$ cat src/rtl/enc_cw16_serializer.sv
// enc_cw16_serializer: packs an 11-bit data word and its 5-bit parity field
// into a 16-bit codeword and shifts it out one bit per clock, with frame
// start/end flags and a one-word holding buffer for back-to-back streaming.
// Ports:
//   clk, rst_n          clock (rising edge), async active-low reset
//   en                  1: shifter advances, 0: stall (state frozen)
//   in_valid, in_ready  input word handshake (in_ready = hold empty)
//   data_in, parity_in  data word and its parity field
//   ser_out, ser_valid  serial codeword bit and its qualifier
//   frame_start/end     first / last bit of a frame (gated by ser_valid)
//   busy                shifter or holding buffer occupied
//   frame_cnt           completed frames, wraps at 16 bits
module enc_cw16_serializer #(
   parameter int DATA_W     = 11,
   parameter int PAR_W      = 5,
   parameter bit MSB_FIRST  = 1'b1,
   parameter int GAP_CYCLES = 0
) (
   input  logic              clk,
   input  logic              rst_n,
   input  logic              en,
   input  logic              in_valid,
   output logic              in_ready,
   input  logic [DATA_W-1:0] data_in,
   input  logic [PAR_W-1:0]  parity_in,
   output logic              ser_out,
   output logic              ser_valid,
   output logic              frame_start,
   output logic              frame_end,
   output logic              busy,
   output logic [15:0]       frame_cnt
);

   localparam int CW_W = DATA_W + PAR_W;
   localparam logic [3:0] LAST = 4'd15;
   localparam logic [3:0] GAP_LAST = 4'(GAP_CYCLES - 1);

   typedef enum logic [1:0] {IDLE, SHIFT, GAP} state_t;

   state_t          state, state_n;
   logic [CW_W-1:0] hold;
   logic [CW_W-1:0] shifter, shifter_n;
   logic            hold_full, hold_full_n;
   logic [3:0]      bit_cnt, bit_cnt_n;
   logic [3:0]      gap_cnt, gap_cnt_n;
   logic            ser_out_n, valid_n;
   logic            start_n, end_n, busy_n;
   logic            load, accept, frame_done;

   function automatic logic first_bit(input logic [CW_W-1:0] w);
      return MSB_FIRST ? w[CW_W-1] : w[0];
   endfunction

   // Shifter keeps only the bits not yet sent, next bit at the send end.
   function automatic logic [CW_W-1:0] advance(input logic [CW_W-1:0] w);
      return MSB_FIRST ? (w << 1) : (w >> 1);
   endfunction

   assign in_ready = !hold_full;
   assign accept   = in_valid && !hold_full;

   always_comb begin
      state_n    = state;
      shifter_n  = shifter;
      bit_cnt_n  = bit_cnt;
      gap_cnt_n  = gap_cnt;
      ser_out_n  = ser_out;
      valid_n    = 1'b0;
      start_n    = 1'b0;
      end_n      = 1'b0;
      load       = 1'b0;
      frame_done = 1'b0;
      if (en) begin
         unique case (state)
            IDLE: begin
               if (hold_full) load = 1'b1;
            end
            SHIFT: begin
               if (bit_cnt == LAST) begin
                  frame_done = 1'b1;
                  if (GAP_CYCLES > 0) begin
                     state_n   = GAP;
                     gap_cnt_n = 4'd0;
                  end else if (hold_full) begin
                     load = 1'b1;
                  end else begin
                     state_n = IDLE;
                  end
               end else begin
                  bit_cnt_n = bit_cnt + 4'd1;
                  ser_out_n = first_bit(shifter);
                  shifter_n = advance(shifter);
                  valid_n   = 1'b1;
                  end_n     = (bit_cnt == LAST - 4'd1);
               end
            end
            GAP: begin
               if (gap_cnt == GAP_LAST) begin
                  if (hold_full) load = 1'b1;
                  else state_n = IDLE;
               end else begin
                  gap_cnt_n = gap_cnt + 4'd1;
               end
            end
            default: state_n = IDLE;
         endcase
         // Loading also presents bit 0, giving one-cycle handshake latency.
         if (load) begin
            state_n   = SHIFT;
            ser_out_n = first_bit(hold);
            shifter_n = advance(hold);
            bit_cnt_n = 4'd0;
            valid_n   = 1'b1;
            start_n   = 1'b1;
         end
      end
      hold_full_n = load ? 1'b0 : (accept ? 1'b1 : hold_full);
      busy_n      = (state_n != IDLE) || hold_full_n;
   end

   always_ff @(posedge clk or negedge rst_n) begin
      if (!rst_n) begin
         state       <= IDLE;
         hold        <= '0;
         hold_full   <= 1'b0;
         shifter     <= '0;
         bit_cnt     <= 4'd0;
         gap_cnt     <= 4'd0;
         ser_out     <= 1'b0;
         ser_valid   <= 1'b0;
         frame_start <= 1'b0;
         frame_end   <= 1'b0;
         busy        <= 1'b0;
      end else begin
         state       <= state_n;
         hold_full   <= hold_full_n;
         shifter     <= shifter_n;
         bit_cnt     <= bit_cnt_n;
         gap_cnt     <= gap_cnt_n;
         ser_out     <= ser_out_n;
         ser_valid   <= valid_n;
         frame_start <= start_n;
         frame_end   <= end_n;
         busy        <= busy_n;
         if (accept) hold <= {data_in, parity_in};
      end
   end

   always_ff @(posedge clk or negedge rst_n) begin
      if (!rst_n) frame_cnt <= 16'd0;
      else if (frame_done) frame_cnt <= frame_cnt + 16'd1;
   end

endmodule

$ cat config.mk
export PLATFORM = sky130hd
export DESIGN_NAME = enc_cw16_serializer
export DESIGN_NICKNAME = d
export VERILOG_FILES = /design/src/rtl/enc_cw16_serializer.sv
export SDC_FILE = /design/constraint.sdc
export NUM_CORES = 1
export LEC_CHECK = 0
export BUFFER_PORTS_ARGS = -buffer_cell sky130_fd_sc_hd__clkbuf_2
export CORE_MARGIN = 5
export CORE_UTILIZATION = 30
export DETAILED_ROUTE_END_ITERATION = 10
export SLEW_MARGIN = 20
export SYNTH_ARGS = -nofsm -noshare
export SYNTH_HDL_FRONTEND = slang
export SYNTH_SLANG_ARGS = --single-unit
$ cat constraint.sdc
create_clock -name clk -period 2.2 [get_ports clk]
set_input_delay 0 -clock clk [delete_from_list [all_inputs] [get_ports clk]]
set_output_delay 0 -clock clk [all_outputs]
set_load 0.03 [all_outputs]
# Word level (Yosys, flattened, before mapping)
# Index checks and enable logic that the tools add are counted.
# Widths: inputs -> output; s select.
[word_totals] reg_bits=64 inputBits=20
[op_classes] n_addsub=3 n_eq_ne=6 mux=35 n_bitwise=1 n_reduce_logical=8
[ops] op="$mux 16" n=3
[ops] op="$mux 1" n=22
[ops] op="$add 16x1->16 const B" n=1
[ops] op="$eq 4x4->1 const B" n=3
[ops] op="$mux 4" n=3
[ops] op="$mux 2" n=5
[ops] op="$add 4x1->4 const B" n=2
[ops] op="$pmux 2 s3" n=1
[ops] op="$reduce_and 3->1" n=2
[ops] op="$reduce_bool 2->1" n=2
[ops] op="$pmux 1 s3" n=1
[ops] op="$eq 2x1->1 const B" n=1
[ops] op="$eq 2x2->1 const B" n=1
[ops] op="$logic_not 2->1" n=1
[ops] op="$ne 2x1->1 const B" n=1
[ops] op="$logic_and 1x1->1" n=1
[ops] op="$logic_not 1->1" n=1
[ops] op="$logic_or 1x1->1" n=1
[ops] op="$not 1->1" n=1

# Longest topological paths before layout
# Gate-level depths: netlist of the first run.
[depth] word_depth=8 ltp_mapped=7

# Least setup slack after synthesis of the first run
# Ideal clock, no wire load.
[synth_timing] kind="register to register" startpoint="reg state[0]" endpoint="reg bit_cnt[1]" arrival_ps=1876 t_required_ps=2074 path_slack_ps=198 stages_incl_launch_ff=8 path_buffers=1 period_less_slack_ps=2002 path_cell_list="dfrtp_1 inv_1 ha_1 or2b_1 and2_1 a221oi_4 buf_6 o22ai_1"
[synth_between] elab_chain_len=5 elab_cells_between_ends=9 classes_between="3 x eq/ne; 3 x mux; 3 x reduce/logical"
[synth_rtl] element="start: declaration" line_no="40" text="state_t state, state_n;"
[synth_rtl] element="start signal: assignment" line_no="135" text="state <= state_n;"
[synth_rtl] element="$eq 2x2->1, or another cell as far along" line_no="74" text="unique case (state)"
[synth_rtl] element="$pmux 1 s3" line_no="74"
[synth_rtl] element="$mux 1" line_no="73" text="if (en) begin"
[synth_rtl] element="$ne 2x1->1 (no line) or $reduce_bool 2->1 (tied branches)"
[synth_rtl] element="$reduce_and 3->1 (no line)"
[synth_rtl] element="end signal: assignment" line_no="138" text="bit_cnt <= bit_cnt_n;"
[synth_rtl] element="end: declaration" line_no="44" text="logic [3:0] bit_cnt, bit_cnt_n;"
# Parallel ways exist; a longest one is shown, timed or not. The select of a mux whose other input is x is not followed.
# A chain may end at the register's enable or synchronous reset.

# Worst setup path after layout of the first run
[layout_timing] startpoint="reg state[1]" endpoint="reg bit_cnt[3]"
# The elaborated chain is that of the path after synthesis.

==> out/qor.txt, run 1 <==
Pins Over Slew Limit -> 0
Worst-path clk slew -> 70 ps
Share of cells above drive strength 1 -> 26.3%
PortBufs -> 41
Final Instance Area -> 0.00385 mm^2
Final non-filler cell total -> 486
Diodes inserted -> 0
Cell Area, Synth -> 0.00307 mm^2
Avg Vias per Cell -> 4.79
Status -> finished clean
Seq/Total Area, Yosys -> 51.3%
Crit Path Max Fanout -> 7
Reg2reg end -> bit_cnt[3]$_DFFE_PN0P_
CP Launch Type -> flop
CTS Sinks -> 63
Drt initial violations -> 90
Post-Place Cells -> 452
Total power -> 4.91 mW
Die Y -> 111 um
# nets final -> 374
Most frequent cells in the layout -> 63 x dfrtp_1, 41 x clkbuf_2, 22 x nor2_1
Initial cell density of the core -> 30.3%
# fillers -> 1019
Root buffer cell -> clkbuf_8
Register bit total from synthesis -> 63
Peak supply drop -> 555 uV
Buffer depth of the longest clock path -> 2
Final GP Congestion -> 0.824
Initial antenna violation count -> 0
CP required -> 2460 ps
Top_reg_cell synth -> dfrtp_1
Max_cap viols -> 0
Die W -> 111 um
Type of the most critical hold path -> in2async
Worst Skew -> 6.24 ps
Post-CTS Repair Setup Buffers -> 0
Crit share post-route -> 94.4%
Placed cell areas -> 0.00348 mm^2
Most common cell after layout, fill and taps aside -> dfrtp_1
R2R depth -> 6
Post-synth ARST share -> 100%
Final worst setup slack -> 123 ps
Area growth syn-to-layout -> 25.3%
Core area -> 0.0101 mm^2
Pwr Density -> 1270 mW/mm^2
Pre-antenna DRT Iters -> 4
Reg-to-reg startpoint -> state[1]$_DFF_PN0_
Tightest Pin Transition -> 797 ps
Worst Setup End Kind -> flop
Setup tns final -> 0 ps
Endpoints failing setup -> 0
First-pass GRT wire length -> 11000 um
Worst-Skew Late Latency -> 330 ps
Slew headroom -> 46.9%
RSZ-0062 raised after global routing -> false
Count of unique library cells instantiated by Yosys -> 46
TritonCTS Buffers -> 9
# rows -> 37
Crit path time final -> 2080 ps
Routed Wire Length -> 6480 um
Antenna Violating Nets Remaining -> 0
Wire per inst -> 13.3 um
Max Freq -> 481 MHz
Post-synth EDFFs -> 0
Worst path arrival time -> 2330 ps
Tot GR Track Use -> 11.0%
Post-DP HPWL -> 4440 um
TritonCTS clock tree -> done
Grt ovf -> 0
Syn_area_per_cell -> 11.2 um^2
R2R Setup Slk -> 120 ps
Final Hold Viols -> 0
Via count -> 2329
Synth Instances -> 275
CTS resizes -> 0
Leak -> 1.77 nW
I/O pin total -> 42
Drt drc -> 0
Vias in the first global route -> 2340
Syn nets -> 303
Pre-CTS setup slack -> 146 ps
Warnings from Yosys -> 0
Largest net degree at the start of global routing -> 64
WS Path Type -> reg2reg
Htree depth -> 3
Die area -> 0.0124 mm^2
-- final cells by class --
| cell class | count | area [um^2] | area share (%) |
|---|---|---|---|
| inverters | 21 | 78.8 | 2.05 |
| clock inverters | 3 | 17.5 | 0.455 |
| well taps | 136 | 170 | 4.42 |
| repair buffers | 69 | 475 | 12.3 |
| flip-flops and latches | 63 | 1580 | 40.9 |
| multi-input cells | 182 | 1370 | 35.5 |
| clock buffers | 12 | 165 | 4.29 |
-- synth_stat cells (5+ instances only) --
cell type	n	share of area [%]
dfrtp_1	63	51
nor2_1	22	2.7
inv_1	21	2.6
mux2_2	18	6.6
a22oi_1	15	3.7
o22a_1	15	4.3
xnor2_1	12	3.4
nand2_1	11	1.3
nand3_1	11	1.8
ha_1	8	3.3
nand4_1	7	1.4
and3_1	6	1.2
xor2_1	6	1.7
buf_2	5	0.81
-- power breakdown --
group          switching [mW]  total [mW]  leakage [nW]  internal [mW]
combinational            1.17        2.15         0.910          0.988
clock                   0.434       0.925        0.0942          0.491
sequential              0.263        1.83         0.767           1.56
total                    1.86        4.91          1.77           3.04
-- state kept, by name, indices dropped and copies added (netlist names) --
name and flops:
hold_full 1, hold 16, frame_start 1, shifter 15, frame_cnt 16, gap_cnt 4
ser_valid 1, ser_out 1, bit_cnt 4, busy 1, frame_end 1, state 2
-- worst max-delay path, stage by stage (launching register included) --
cell and delay [ps]:
dfrtp_1 460, inv_1 110, ha_1 360, or2b_1 260, and3_1 180, or4_1 480, o211ai_2 140
-- worst max path at each step --
| stage | start | endpoint |
|---|---|---|
| after global placement | state[1]$_DFF_PN0_ | bit_cnt[3]$_DFFE_PN0P_ |
| after CTS | state[1]$_DFF_PN0_ | bit_cnt[3]$_DFFE_PN0P_ |
| after detailed placement | state[1]$_DFF_PN0_ | bit_cnt[3]$_DFFE_PN0P_ |
| after global routing | state[1]$_DFF_PN0_ | shifter[8]$_DFFE_PN0P_ |
| after floorplan | state[0]$_DFF_PN0_ | bit_cnt[1]$_DFFE_PN0P_ |
| final | state[1]$_DFF_PN0_ | bit_cnt[3]$_DFFE_PN0P_ |
-- stage by stage --
| step | util, % | hold slack (ps) |
|---|---|---|
| 3_3_place_gp | 34.3 | 224 |
| 2_1_floorplan | - | -296 |
| 6_report | 38.0 | 368 |
| 3_5_place_dp | 34.3 | 232 |
| 4_1_cts | 38.0 | 393 |
| 5_1_grt | 38.0 | 419 |
-- logic make-up (layout without fill, tap and decap cells) --
kind of cell,Yosys count,in the layout,share of synthesized area (%)
and+or+nand+nor,81,81,14.0
DFF,63,63,51.3
AOI/OAI and AO/OA,56,56,15.1
buffers and inverters,30,105,4.23
muxes,19,19,6.92
xor gates and xnor gates,18,18,5.13
adders and majority gates,8,8,3.26
-- per-layer routing --
metal,vias to the layer above,track usage (%),share of wire [%]
met4,0,4.22,1.2
li1,1131,-,-
met3,4,4.20,5.4
met1,1146,13.9,48
met5,-,0,0
met2,48,16.8,45
-- what timing repair did --
item,CTS,global route
endpoints found under the setup margin,0,0
hold buffers,19,0
endpoints found under the hold margin,81,0
Note: power is estimated with default switching activity, not from simulation.
==> inputs of run 2 (changes only) <==
Settings changed: CORE_UTILIZATION 30 to 51, GPL_TIMING_DRIVEN set to 0, PLACE_DENSITY set to 0.72.
Clock period 2.2 ns to 2.6 ns, I/O delays scaled along.
==> out/qor.txt, run 2 (synthesized netlist as in run 1, its figures left out) <==
CP delay by family, top -> compound AO/OA/AOI/OAI gates (was simple AND/OR/NAND/NOR gates)
Clk network pwr share -> 21.1% (was 18.9%)
Largest regs -> frame_cnt: 16 flops, hold: 16 flops, shifter: 15 flops (unchanged)
Die Y -> 87.6 um (was 111 um)
Crit Path Max Fanout -> 10 (was 7)
Via count -> 2293 (was 2329)
Htree depth -> 3 (unchanged)
Worst path arrival time -> 2630 ps (was 2330 ps)
Final Instance Area -> 0.00378 mm^2 (was 0.00385 mm^2)
Post-DP HPWL -> 4320 um (was 4440 um)
Metal3 WL -> 304 um (was 352 um)
Endpoints failing setup -> 0 (unchanged)
Worst Skew -> 12.8 ps (was 6.24 ps)
Avg Vias per Cell -> 5.40 (was 4.79)
First-pass GRT wire length -> 10900 um (was 11000 um)
Area growth syn-to-layout -> 23.1% (was 25.3%)
Highest metal used -> met4 (unchanged)
PortBufs -> 41 (unchanged)
Switching Fraction -> 37.7% (was 38.0%)
Root buffer cell -> clkbuf_8 (unchanged)
Worst Setup End Kind -> flop (unchanged)
Buffer depth of the longest clock path -> 2 (unchanged)
Worst-path cell chain -> inv_1 -> ha_1 -> or2b_1 -> and2_1 -> a221oi_4 -> buf_6 -> o22a_1 (was inv_1 -> ha_1 -> or2b_1 -> and3_1 -> or4_1 -> o211ai_2)
Setup tns final -> 0 ps (unchanged)
Flop pwr share -> 36.7% (was 37.2%)
CTS resizes -> 0 (unchanged)
Crit share post-route -> 90.3% (was 94.4%)
Final Hold Viols -> 0 (unchanged)
Psw -> 1.60 mW (was 1.86 mW)
CP Launch Type -> flop (unchanged)
Share of cells above drive strength 1 -> 25.7% (was 26.3%)
Slew headroom -> 64.9% (was 46.9%)
Status -> finished clean (unchanged)
RSZ-0062 raised after global routing -> false (unchanged)
Leak -> 1.77 nW (about the same)
Pwr Density -> 1120 mW/mm^2 (was 1270 mW/mm^2)
Diodes inserted -> 0 (unchanged)
Core area -> 0.00589 mm^2 (was 0.0101 mm^2)
CP bufs+invs -> 2 (was 1)
Type of the most critical hold path -> in2reg (was in2async)
Most common cell after layout, fill and taps aside -> dfrtp_1 (unchanged)
P_int -> 2.64 mW (was 3.04 mW)
Critical Path Max Stage Delay -> 490 ps (was 480 ps)
Initial antenna violation count -> 0 (unchanged)
Placed cell areas -> 0.00339 mm^2 (was 0.00348 mm^2)
I/O pin total -> 42 (unchanged)
Largest net degree at the start of global routing -> 44 (was 64)
WS Path Type -> reg2reg (unchanged)
Tot GR Track Use -> 18.2% (was 11.0%)
Die W -> 87.6 um (was 111 um)
Pre-CTS setup slack -> 269 ps (was 146 ps)
Wire length on met2 -> 3000 um (was 2920 um)
Drt initial violations -> 100 (was 90)
Pins Over Slew Limit -> 0 (unchanged)
Worst-Skew Late Latency -> 350 ps (was 330 ps)
Drt drc -> 0 (unchanged)
Wire per inst -> 14.9 um (was 13.3 um)
# nets final -> 374 (unchanged)
Max Freq -> 426 MHz (was 481 MHz)
Met1 wire length -> 2950 um (was 3130 um)
Combinational Power Share -> 42.1% (was 43.9%)
Final GP Congestion -> 0.836 (was 0.824)
Max_cap viols -> 0 (unchanged)
CP required -> 2880 ps (was 2460 ps)
Tightest Pin Transition -> 526 ps (was 797 ps)
# rows -> 28 (was 37)
Routed Wire Length -> 6340 um (was 6480 um)
Die area -> 0.00768 mm^2 (was 0.0124 mm^2)
TritonCTS Buffers -> 9 (unchanged)
Vias in the first global route -> 2317 (was 2340)
Slowest cell on crit path -> a221oi_4 (was or4_1)
Worst-path clk slew -> 70 ps (about the same)
Post-CTS Repair Setup Buffers -> 0 (unchanged)
CTS Sinks -> 63 (unchanged)
Grt ovf -> 0 (unchanged)
Final core occ -> 64.3% (was 38.0%)
Initial cell density of the core -> 52.2% (was 30.3%)
TritonCTS clock tree -> done (unchanged)
Peak supply drop -> 573 uV (was 555 uV)
Final worst setup slack -> 253 ps (was 123 ps)
Crit path time final -> 2350 ps (was 2080 ps)
Pre-antenna DRT Iters -> 4 (unchanged)
Antenna Violating Nets Remaining -> 0 (unchanged)
Most frequent cells in the layout -> 63 x dfrtp_1, 40 x clkbuf_2, 22 x nor2_1 (was 63 x dfrtp_1, 41 x clkbuf_2, 22 x nor2_1)
==> run 2: cell types whose count changed in the layout (fill, tap and decap cells not counted), moves of 2 or more <==
| cell | change |
|---|---|
| clkinv_2 | -2 |
| buf_4 | -7 |
| clkbuf_1 | +3 |
| buf_2 | +5 |
==> run 2: final cells by class <==
type                    instances  area (um^2)
inverters                      21         78.8
plain buffers                   9         51.3
multi-input cells             182         1370
clock inverters                 2         38.8
clock buffers                  13          169
repair buffers                 60          408
well taps                      75         93.8
flip-flops and latches         63         1580
fillers                       501         2100
==> run 2: metal layers <==
layer / GRT usage [%] / vias to the layer above
met1: 24.2 / 1106
met2: 28.8 / 47
li1: - / 1132
met5: 0 / -
met4: 7.53 / 0
met3: 4.23 / 8
==> run 2: final timing paths <==
| check | startpoint | end | slack [ps] | cells past startpoint |
|---|---|---|---|---|
| max in group asynchronous | rst_n | hold[2]$_DFFE_PN0P_ | 1970 | 3 |
| worst min register to register | frame_cnt[15]$_DFFE_PN0P_ | frame_cnt[15]$_DFFE_PN0P_ | 480 | 1 |
| worst min-delay path | en | hold_full$_DFF_PN0_ | 90 | 3 |
| min in group asynchronous | rst_n | state[1]$_DFF_PN0_ | 120 | 2 |
| worst max register to register | state[0]$_DFF_PN0_ | shifter[6]$_DFFE_PN0P_ | 250 | 7 |
| worst max-delay path | state[0]$_DFF_PN0_ | shifter[6]$_DFFE_PN0P_ | 250 | 7 |
==> run 2: worst min-delay path: stages <==
cell and delay [ps]:
clkbuf_2 110, buf_2 200, a21oi_1 80
==> run 2: power by group through the flow <==
stage          Combinational, mW  Sequential [mW]  Clock, mW
2_1_floorplan               1.32             1.58          0
3_3_place_gp                1.70             1.56          0
6_report                    1.79             1.56      0.897
3_5_place_dp                1.76             1.57          0
4_1_cts                     1.80             1.56      0.912
5_1_grt                     1.99             1.61      0.957
==> run 2: stage by stage <==
step	instances	hold WS [ps]	power (mW)
2_1_floorplan	275	-296	2.90
3_3_place_gp	391	227	3.26
3_5_place_dp	392	-62.7	3.33
4_1_cts	425	80.9	4.27
5_1_grt	425	116	4.55
6_report	425	94.9	4.24
==> run 2: repair_timing <==
| action | in CTS | in global routing |
|---|---|---|
| hold endpoints to repair | 81 | 0 |
| endpoints found under the setup margin | 0 | 0 |
| hold buffers | 18 | 0 |
